==> src/rtl/axi_sys_bridge.sv <==
// Single-beat AXI3/AXI4 slave bridging one read or write at a time onto the
// sys_* register bus, with an ack timeout and SLVERR reporting.
module axi_sys_bridge #(
  parameter int AW     = 32,
  parameter int DW     = 32,
  parameter int IW     = 4,
  parameter int LW     = 4,
  parameter int TO_CYC = 32
) (
  input  logic            aclk_i,
  input  logic            arst_i,
  // write address
  input  logic [AW-1:0]   awaddr_i,
  input  logic [IW-1:0]   awid_i,
  input  logic [LW-1:0]   awlen_i,
  input  logic [2:0]      awsize_i,
  input  logic            awvalid_i,
  output logic            awready_o,
  // write data
  input  logic [DW-1:0]   wdata_i,
  input  logic [DW/8-1:0] wstrb_i,
  input  logic            wlast_i,
  input  logic            wvalid_i,
  output logic            wready_o,
  // write response
  output logic [IW-1:0]   bid_o,
  output logic [1:0]      bresp_o,
  output logic            bvalid_o,
  input  logic            bready_i,
  // read address
  input  logic [AW-1:0]   araddr_i,
  input  logic [IW-1:0]   arid_i,
  input  logic [LW-1:0]   arlen_i,
  input  logic [2:0]      arsize_i,
  input  logic            arvalid_i,
  output logic            arready_o,
  // read data
  output logic [IW-1:0]   rid_o,
  output logic [DW-1:0]   rdata_o,
  output logic [1:0]      rresp_o,
  output logic            rlast_o,
  output logic            rvalid_o,
  input  logic            rready_i,
  // system bus
  output logic [AW-1:0]   sys_addr_o,
  output logic [DW-1:0]   sys_wdata_o,
  output logic [DW/8-1:0] sys_sel_o,
  output logic            sys_wen_o,
  output logic            sys_ren_o,
  input  logic [DW-1:0]   sys_rdata_i,
  input  logic            sys_err_i,
  input  logic            sys_ack_i
);

  localparam int SW     = DW / 8;
  localparam int SZ_MAX = $clog2(SW);
  localparam int CW     = $clog2(TO_CYC + 1);
  localparam logic [1:0] RESP_SLVERR = 2'b10;

  typedef enum logic [2:0] {
    IDLE,
    WR_COLLECT,
    WR_BUS,
    WR_DRAIN,
    WR_RESP,
    RD_BUS,
    RD_RESP
  } state_t;

  state_t        state_q;
  logic          idle_q;
  logic          wr_turn_q;
  logic [CW-1:0] to_cnt_q;

  logic both_req;
  logic aw_hs;
  logic ar_hs;
  logic w_hs;
  logic aw_ok;
  logic ar_ok;
  logic to_hit;

  // Only single-beat transfers no wider than the data bus reach the sys bus.
  function automatic logic xfer_ok(input logic [LW-1:0] len, input logic [2:0] size);
    return (len == '0) && (int'(size) <= SZ_MAX);
  endfunction

  assign aw_ok    = xfer_ok(awlen_i, awsize_i);
  assign ar_ok    = xfer_ok(arlen_i, arsize_i);
  assign both_req = awvalid_i && arvalid_i;

  // idle_q is low during and right after reset, so no handshake can occur there.
  assign awready_o = idle_q && !(both_req && !wr_turn_q);
  assign arready_o = idle_q && !(both_req && wr_turn_q);
  assign aw_hs     = awvalid_i && awready_o;
  assign ar_hs     = arvalid_i && arready_o;

  assign wready_o  = (state_q == WR_COLLECT) || (state_q == WR_DRAIN) || (aw_hs && aw_ok);
  assign w_hs      = wvalid_i && wready_o;

  assign to_hit    = (to_cnt_q == CW'(TO_CYC - 1));
  assign rlast_o   = rvalid_o;

  always_ff @(posedge aclk_i or posedge arst_i) begin
    if (arst_i) begin
      state_q     <= IDLE;
      idle_q      <= 1'b0;
      wr_turn_q   <= 1'b1;
      to_cnt_q    <= '0;
      bid_o       <= '0;
      bresp_o     <= '0;
      bvalid_o    <= 1'b0;
      rid_o       <= '0;
      rdata_o     <= '0;
      rresp_o     <= '0;
      rvalid_o    <= 1'b0;
      sys_addr_o  <= '0;
      sys_wdata_o <= '0;
      sys_sel_o   <= '0;
      sys_wen_o   <= 1'b0;
      sys_ren_o   <= 1'b0;
    end else begin
      sys_wen_o <= 1'b0;
      sys_ren_o <= 1'b0;
      case (state_q)
        IDLE: begin
          idle_q   <= 1'b1;
          to_cnt_q <= '0;
          if (aw_hs) begin
            idle_q     <= 1'b0;
            wr_turn_q  <= 1'b0;
            bid_o      <= awid_i;
            sys_addr_o <= awaddr_i;
            if (!aw_ok) begin
              state_q <= WR_DRAIN;
            end else if (w_hs) begin
              sys_wdata_o <= wdata_i;
              sys_sel_o   <= wstrb_i;
              sys_wen_o   <= 1'b1;
              state_q     <= WR_BUS;
            end else begin
              state_q <= WR_COLLECT;
            end
          end else if (ar_hs) begin
            idle_q    <= 1'b0;
            wr_turn_q <= 1'b1;
            rid_o     <= arid_i;
            if (!ar_ok) begin
              rdata_o  <= '0;
              rresp_o  <= RESP_SLVERR;
              rvalid_o <= 1'b1;
              state_q  <= RD_RESP;
            end else begin
              sys_addr_o <= araddr_i;
              sys_sel_o  <= {SW{1'b1}};
              sys_ren_o  <= 1'b1;
              state_q    <= RD_BUS;
            end
          end
        end

        WR_COLLECT: begin
          if (w_hs) begin
            sys_wdata_o <= wdata_i;
            sys_sel_o   <= wstrb_i;
            sys_wen_o   <= 1'b1;
            state_q     <= WR_BUS;
          end
        end

        // An ack in the last counted cycle still wins over the timeout.
        WR_BUS: begin
          if (sys_ack_i) begin
            bresp_o  <= {sys_err_i, 1'b0};
            bvalid_o <= 1'b1;
            state_q  <= WR_RESP;
          end else if (to_hit) begin
            bresp_o  <= RESP_SLVERR;
            bvalid_o <= 1'b1;
            state_q  <= WR_RESP;
          end else begin
            to_cnt_q <= to_cnt_q + CW'(1);
          end
        end

        WR_DRAIN: begin
          if (w_hs && wlast_i) begin
            bresp_o  <= RESP_SLVERR;
            bvalid_o <= 1'b1;
            state_q  <= WR_RESP;
          end
        end

        WR_RESP: begin
          if (bready_i) begin
            bvalid_o <= 1'b0;
            idle_q   <= 1'b1;
            state_q  <= IDLE;
          end
        end

        RD_BUS: begin
          if (sys_ack_i) begin
            rdata_o  <= sys_rdata_i;
            rresp_o  <= {sys_err_i, 1'b0};
            rvalid_o <= 1'b1;
            state_q  <= RD_RESP;
          end else if (to_hit) begin
            rdata_o  <= '0;
            rresp_o  <= RESP_SLVERR;
            rvalid_o <= 1'b1;
            state_q  <= RD_RESP;
          end else begin
            to_cnt_q <= to_cnt_q + CW'(1);
          end
        end

        RD_RESP: begin
          if (rready_i) begin
            rvalid_o <= 1'b0;
            idle_q   <= 1'b1;
            state_q  <= IDLE;
          end
        end

        default: begin
          idle_q  <= 1'b0;
          state_q <= IDLE;
        end
      endcase
    end
  end

endmodule

==> config.mk <==
export PLATFORM = sky130hd
export DESIGN_NAME = axi_sys_bridge
export DESIGN_NICKNAME = d
export VERILOG_FILES = /design/src/rtl/axi_sys_bridge.sv
export SDC_FILE = /design/constraint.sdc
export NUM_CORES = 1
export LEC_CHECK = 0
export BUFFER_PORTS_ARGS = -buffer_cell sky130_fd_sc_hd__buf_2
export CAP_MARGIN = 25
export CORE_AREA = 2 2 109 111
export DETAILED_ROUTE_END_ITERATION = 7
export DIE_AREA = 0 0 111 113
export GPL_ROUTABILITY_DRIVEN = 0
export PLACE_DENSITY = 0.81
export RECOVER_POWER = 100
export SYNTH_ARGS = -nofsm -noshare
export SYNTH_HDL_FRONTEND = slang
export SYNTH_SLANG_ARGS = --single-unit
export TNS_END_PERCENT = 100
==> constraint.sdc <==
create_clock -name aclk_i -period 6.6 [get_ports aclk_i]
set_input_delay 0.66 -clock aclk_i [delete_from_list [all_inputs] [get_ports aclk_i]]
set_output_delay 0.66 -clock aclk_i [all_outputs]
set_load 0.005 [all_outputs]
# Word level (Yosys, flattened, before mapping)
# Index checks and enable logic that the tools add are counted.
word_totals:
  regBits: 127
  inputBits: 164
  output_inout_bits: 120
  word_cells: 156
op_classes:
  addsub: 1
  magnitude_cmp: 2
  eq_ne: 23
  muxes: 69
  bitwise: 2
  reduce_logical: 43
ops:
  columns: ["cell", "count"]
  rows:
  - ["$mux W32", 11]
  - ["$pmux W32 S2", 2]
  - ["$mux W3", 10]
  - ["$mux W1", 21]
  - ["$pmux W3 S7", 1]
  - ["$mux W4", 5]
  - ["$ne A2 B2 Y1 const B", 10]
  - ["$mux W2", 9]
  - ["$reduce_and A3 Y1", 6]
  - ["$ne A3 B3 Y1 const B", 5]
  - ["$logic_and A1 B1 Y1", 12]
  - ["$mux W6", 2]
  - ["$pmux W6 S2", 1]
  - ["$reduce_bool A2 Y1", 6]
  - ["$eq A3 B3 Y1 const B", 3]
  - ["$logic_not A4 Y1", 2]
  - ["$pmux W2 S2", 2]
  - ["$pmux W4 S2", 1]
  - ["$reduce_and A4 Y1", 2]
  - ["$reduce_and A7 Y1", 1]
  - ["$add A6 B1 Y6 const B", 1]
  - ["$eq A3 B2 Y1 const B", 2]
  - ["$eq A6 B5 Y1 const B", 1]
  - ["$le A3 B2 Y1 const B", 2]
  - ["other kinds (15)", 22]

# Longest topological paths before layout
logic_depth:
  word_depth: 12
  mapped_depth: 8
  ltp_nobuf: 6

# Worst setup path before layout
# Ideal clock, no wire load.
synth_timing:
  path_kind: "input -> register"
  start: "in awsize_i[1]"
  end: "reg sys_wdata_o[10]"
  setup_ps: 125
  arrival_ps: 1924
  required_time_ps: 6475
  setup_slack_ps: 4551
  cell_stages: 6
  n_path_buf: 2
  path_cell_list: "a211oi_1 > and4b_1 > o2111a_1 > buf_6 > buf_6 > mux2_4"
synth_via:
  elab_chain_cells: 9
  word_cells_on_any_way: 11
  cone_classes: "1 x order compare; 1 x eq/ne; 4 x mux; 5 x reduce/logical"
synth_rtl:
  columns: ["item", "line_no", "text"]
  rows:
  - ["start: declaration", "16", "input logic [2:0] awsize_i,"]
  - ["$le A3 B2 Y1 (*)", "85", "return (len == '0) && (int'(size) <= SZ_MAX);"]
  - ["$logic_and A1 B1 Y1 (*)", "85", null]
  - ["$logic_and A1 B1 Y1", "98", "assign wready_o = (state_q == WR_COLLECT) || (state_q == WR_DRAIN) || (aw_hs && aw_ok);"]
  - ["$logic_or A1 B1 Y1", "98", null]
  - ["$logic_and A1 B1 Y1", "99", "assign w_hs = wvalid_i && wready_o;"]
  - ["$mux W32 (3 in series)", null, null]
  - ["$pmux W32 S2", null, null]
  - ["end signal: assignment", "137", "sys_wdata_o <= wdata_i;"]
  - ["end signal: assignment", "164", "sys_wdata_o <= wdata_i;"]
  - ["end: declaration", "46", "output logic [DW-1:0] sys_wdata_o,"]
# Every way passes the cells marked *; elsewhere a longest branch is shown, timed or not. The select of a mux whose other input is x is not followed.
# A chain may end at the register's enable or synchronous reset.

# Final worst setup path
layout_timing:
  start: "in arlen_i[0]"
  end: "reg sys_addr_o[12]"
layout_via:
  elab_chain_cells: 4
layout_rtl:
  columns: ["item", "line_no", "text"]
  rows:
  - ["start: declaration", "33", "input logic [LW-1:0] arlen_i,"]
  - ["$logic_not A4 Y1", "85", null]
  - ["$logic_and A1 B1 Y1", "85", null]
  - ["$reduce_bool A2 Y1 (no source line)", null, null]
  - ["$reduce_and A3 Y1 (no source line)", null, null]
  - ["end signal: assignment", "133", "sys_addr_o <= awaddr_i;"]
  - ["end signal: assignment", "154", "sys_addr_o <= araddr_i;"]
  - ["end: declaration", "45", "output logic [AW-1:0] sys_addr_o,"]
# No other way between the ends.

==> metrics list <==
- The largest individual stage delay along the critical path comes from the cell clkbuf_1.
* Placed cells: 888
- The longest clock path from root to sink contains 2 buffers.
- Synthesized area divided by synthesized cell count: 11.3 um^2
- Setup violations remaining at the end of the flow were counted as 0.
* Wire length of the first global-routing pass: 24.3 mm
- Worst R2R Setup Slack: 3.12 ns
* Final Hold Violating Endpoints: 0
- Crit path max-delay family: buffers and inverters
- Synth unique cells: 50
* Hold_buf cts: 0
- Of all nets on the critical path, the largest fanout is 64.
- Number of enable-type register cells in the synthesized netlist: 0
- In this run the clock root is driven by a clkbuf_16.
- The first routing iteration left just under 400 violations.
- For this run, the leading register cell type out of synthesis is dfrtp_1.
- Power Internal: 2.26 mW
* Number of clock buffers inserted by TritonCTS: 17
* Buffers and inverters on the worst path: 2
- Floorplan row count: 39
- Worst max-slew margin expressed relative to the limit: -0.599
- The endpoint identified for the worst register-to-register timing path is sys_addr_o[12]$_DFFE_PP0P_.
- After routing, the total negative slack on setup checks comes to 0 ns.
- The clock drives 125 sinks.
- The worst-case IR drop observed on VDD is around 260 uV.
* Post-CTS setup buffers: 0
* Area of the core: 11300 um^2
- Count of pins over their slew limit: about 180
- Timing analysis after detailed placement gives a worst setup slack of 3.96 ns.
- Final cell count without fillers: 918
* First-pass iteration count of the detailed router: 4
- Worst Hold Launch: arid_i[3]
* Switching power total: ~1.1 mW
- Power spread over the standard cell area amounts to 461 nW/um^2.
- Worst-skew pair later-pin latency: 0.41 ns
- Entering global routing, the biggest net connects 79 pins.
* Result of the run: complete, but fails checks
* RSZ-0062 raised after global routing: no
- The final route contains 4845 vias.
* Die extent in y: 113 um
- In the global route stage, overall resource usage came out at 0.246.
* Critical Setup Path Class: input port to flop
- Share of the core filled with cells: 0.652
- The smallest clock period supported by the final layout is computed as 3.49 ns.
- After detailed routing, the average wire length per cell comes to 16.7 um.
* CTS tree: yes
- The final reports fail on max-capacitance violations, max-slew violations.
* Final worst clock skew: about 0.0069 ns
- For the pin with the worst max-slew slack, the measured transition is roughly 2.4 ns.
- Vias per std cell: 5.28
* Period utilization: 0.529
* Layout overhead on the synthesized area: 34.6%
* Switching share of power: 0.332
- Hold timing on the final database bottoms out at a slack of 0.449 ns.
- Synthesis Warnings: 0
* PostCTS Resize Cnt: 0
- CTS clk-pin slew, worst paths: 0.05 ns
- The die covers 12500 um^2.
- Critical path, cell by cell: buf_2 > nor4_1 > nand4b_1 > a21oi_4 > clkbuf_1 > a31oi_1
* Port Buffer Count: 281
- Number of cells produced by synthesis: 485
* DR DRC count: 0
- The layout has a little over 900 filler cells.
- Across the run, the number of max-cap violations was 4.
- After the last flow step, the layout net total stands at 930.
- Total detailed-routing wirelength: 15.3 mm
- Antenna diode instance count: 0
* Sequential share of the synthesized area: 0.573
* Origin of the critical flop-to-flop path: wr_turn_q$_DFFE_PP1P_
* Number of cells traversed by the worst register-to-register path: 5
- # IOs: 284
* Cell area after synthesis: 5460 um^2
* Achievable Freq: 286 MHz
- Fraction of layout cells with a size suffix above 1: 0.339
- Half-perimeter wire length after placement: 11.5 mm
- Initial core utilization: 0.485
- CP Launch Point: arlen_i[0]
- Of all flip-flops after synthesis, the portion carrying an async set or reset was 1.00.
- #FFs+latches synth: approximately 130
- Via count of the first global-routing pass: just under 5000
- Combinational cell fraction of total power: 0.326
- Of the total power, registers draw 0.391.
- For this run, the slowest stage of the critical path takes 1.71 ns.
- The initial antenna violation count is 0.
* H-tree depth reported by CTS: 4
- The path with the worst hold slack has its endpoint at rid_o[3]$_DFFE_PP0P_.
- Clock Power Share: 0.283
- Startpoint type of the worst setup path: input port
- The worst hold path passes through 3 cells.
- Cell area after layout: 7350 um^2
- Global routing finished with a remaining overflow of 0.
* Worst endpoint required time: 6.74 ns
- Once placement finished, the instance area stood at 6970 um^2.
- For this design the static power due to leakage is 3.71 nW.
- Tot Pwr: 3.39 mW
- Hold crit path type: input port to flop
- Data arrives at the worst endpoint at between 3 and 4 ns.
- Endpoint kind of the worst setup timing path: flop
* Final ANT Viol Nets: 0
- Die W: 111 um
- Setup slack closes at slightly above 3 ns.
## synth_stat cells, drive strengths merged (2+ instances only)
library cell	number	area [um^2]
nand3	6	30.0
clkbuf	8	30.0
o21ai	8	40.0
dfrtp	124	3100
xor2	3	26.3
inv	9	33.8
mux2	37	510
o211ai	2	15.0
o21a	3	22.5
nor3	5	36.3
nor2b	2	12.5
a221oi	4	58.8
mux2i	5	50.1
nand4	3	25.0
buf	21	145
nand2	95	357
a211oi	2	15.0
nand4b	2	17.5
a22o	32	280
a31oi	33	206
nor2	47	176
a21oi	13	72.6
o221ai	2	17.5
a21o	2	15.0
## power by group through the flow
stage / clock [mW] / sequential (mW) / combinational (mW)
6_report: 0.960 / 1.32 / 1.10
5_1_grt: 1.01 / 1.37 / 1.23
4_1_cts: 0.975 / 1.33 / 1.24
3_5_place_dp: 0 / 1.33 / 1.23
3_3_place_gp: 0 / 1.31 / 1.19
2_1_floorplan: 0 / 1.31 / 0.716
## layout by cell type (no fill, tap or decap), types with 4 or more instances in the layout
cell and instances:
bufinv_16 4, nand2_1 95, mux2_2 12, a21oi_1 11
a221oi_1 4, o21ai_0 8, dfrtp_1 124, a22o_1 32
clkbuf_1 72, nor2_1 46, nand3_1 6, a31oi_1 33
inv_1 8, buf_2 215, nor3_1 5, mux2i_1 5
clkbuf_16 17, mux2_1 24
## worst register-to-register path, delay by kind of cell (launching register included)
kind	cells	cell delay, ns
AOI/OAI and AO/OA	2	0.50
DFF	1	0.57
and+or+nand+nor	2	0.43
buffers and inverters	1	1.71
## layout make-up
| class | instances | area [um^2] | area share |
|---|---|---|---|
| Clock inverter | 6 | 136 | 0.0186 |
| Clock buffer | 23 | 468 | 0.0637 |
| Tap cell | 143 | 179 | 0.0243 |
| Timing Repair Buffer | 289 | 1400 | 0.190 |
| Inverter | 9 | 35.0 | 0.00477 |
| Sequential cell | 125 | 3130 | 0.426 |
| Multi-Input combinational cell | 323 | 2010 | 0.273 |
## registers in the layout (all words and copies together), names as in the netlist
register / cells
bid_o: 4
sys_wdata_o: 32
rid_o: 4
idle_q: 1
bvalid_o: 1
rresp_o: 1
sys_sel_o: 4
sys_wen_o: 1
wr_turn_q: 1
sys_ren_o: 1
rlast_o: 1
sys_addr_o: 32
rdata_o: 32
state_q: 3
bresp_o: 1
to_cnt_q: 6
## routing by layer
metal  track usage  part of all wire  routed length [um]
met3        0.0621             0.071                1080
met5             0                 0                   0
met2         0.429              0.51                7800
met1         0.301              0.41                6200
met4        0.0833             0.014                 220
## cells by family (layout without fill, tap and decap cells)
kind of cell	Yosys count	after routing	share of synthesized area
adders and majority gates	1	1	0.00229
AOI/OAI and AO/OA	105	105	0.143
DFF	125	125	0.573
buffers and inverters	38	327	0.0383
muxes	42	42	0.103
other	1	2	0.000687
and+or+nand+nor	169	169	0.134
xor gates and xnor gates	4	4	0.00642
## how the worst max path moves through the flow
stage / cells past startpoint / slack [ns] / end
after detailed placement: 6 / 3.96 / sys_wdata_o[28]$_DFFE_PP0P_
after floorplan: 1 / 2.61 / bid_o[0]$_DFFE_PP0P_
after CTS: 3 / 4.25 / wready_o
after global routing: 6 / 2.85 / sys_addr_o[12]$_DFFE_PP0P_
final: 6 / 3.11 / sys_addr_o[12]$_DFFE_PP0P_
after global placement: 5 / 3.73 / sys_wdata_o[29]$_DFFE_PP0P_
Note: power is estimated with default switching activity, not from simulation.
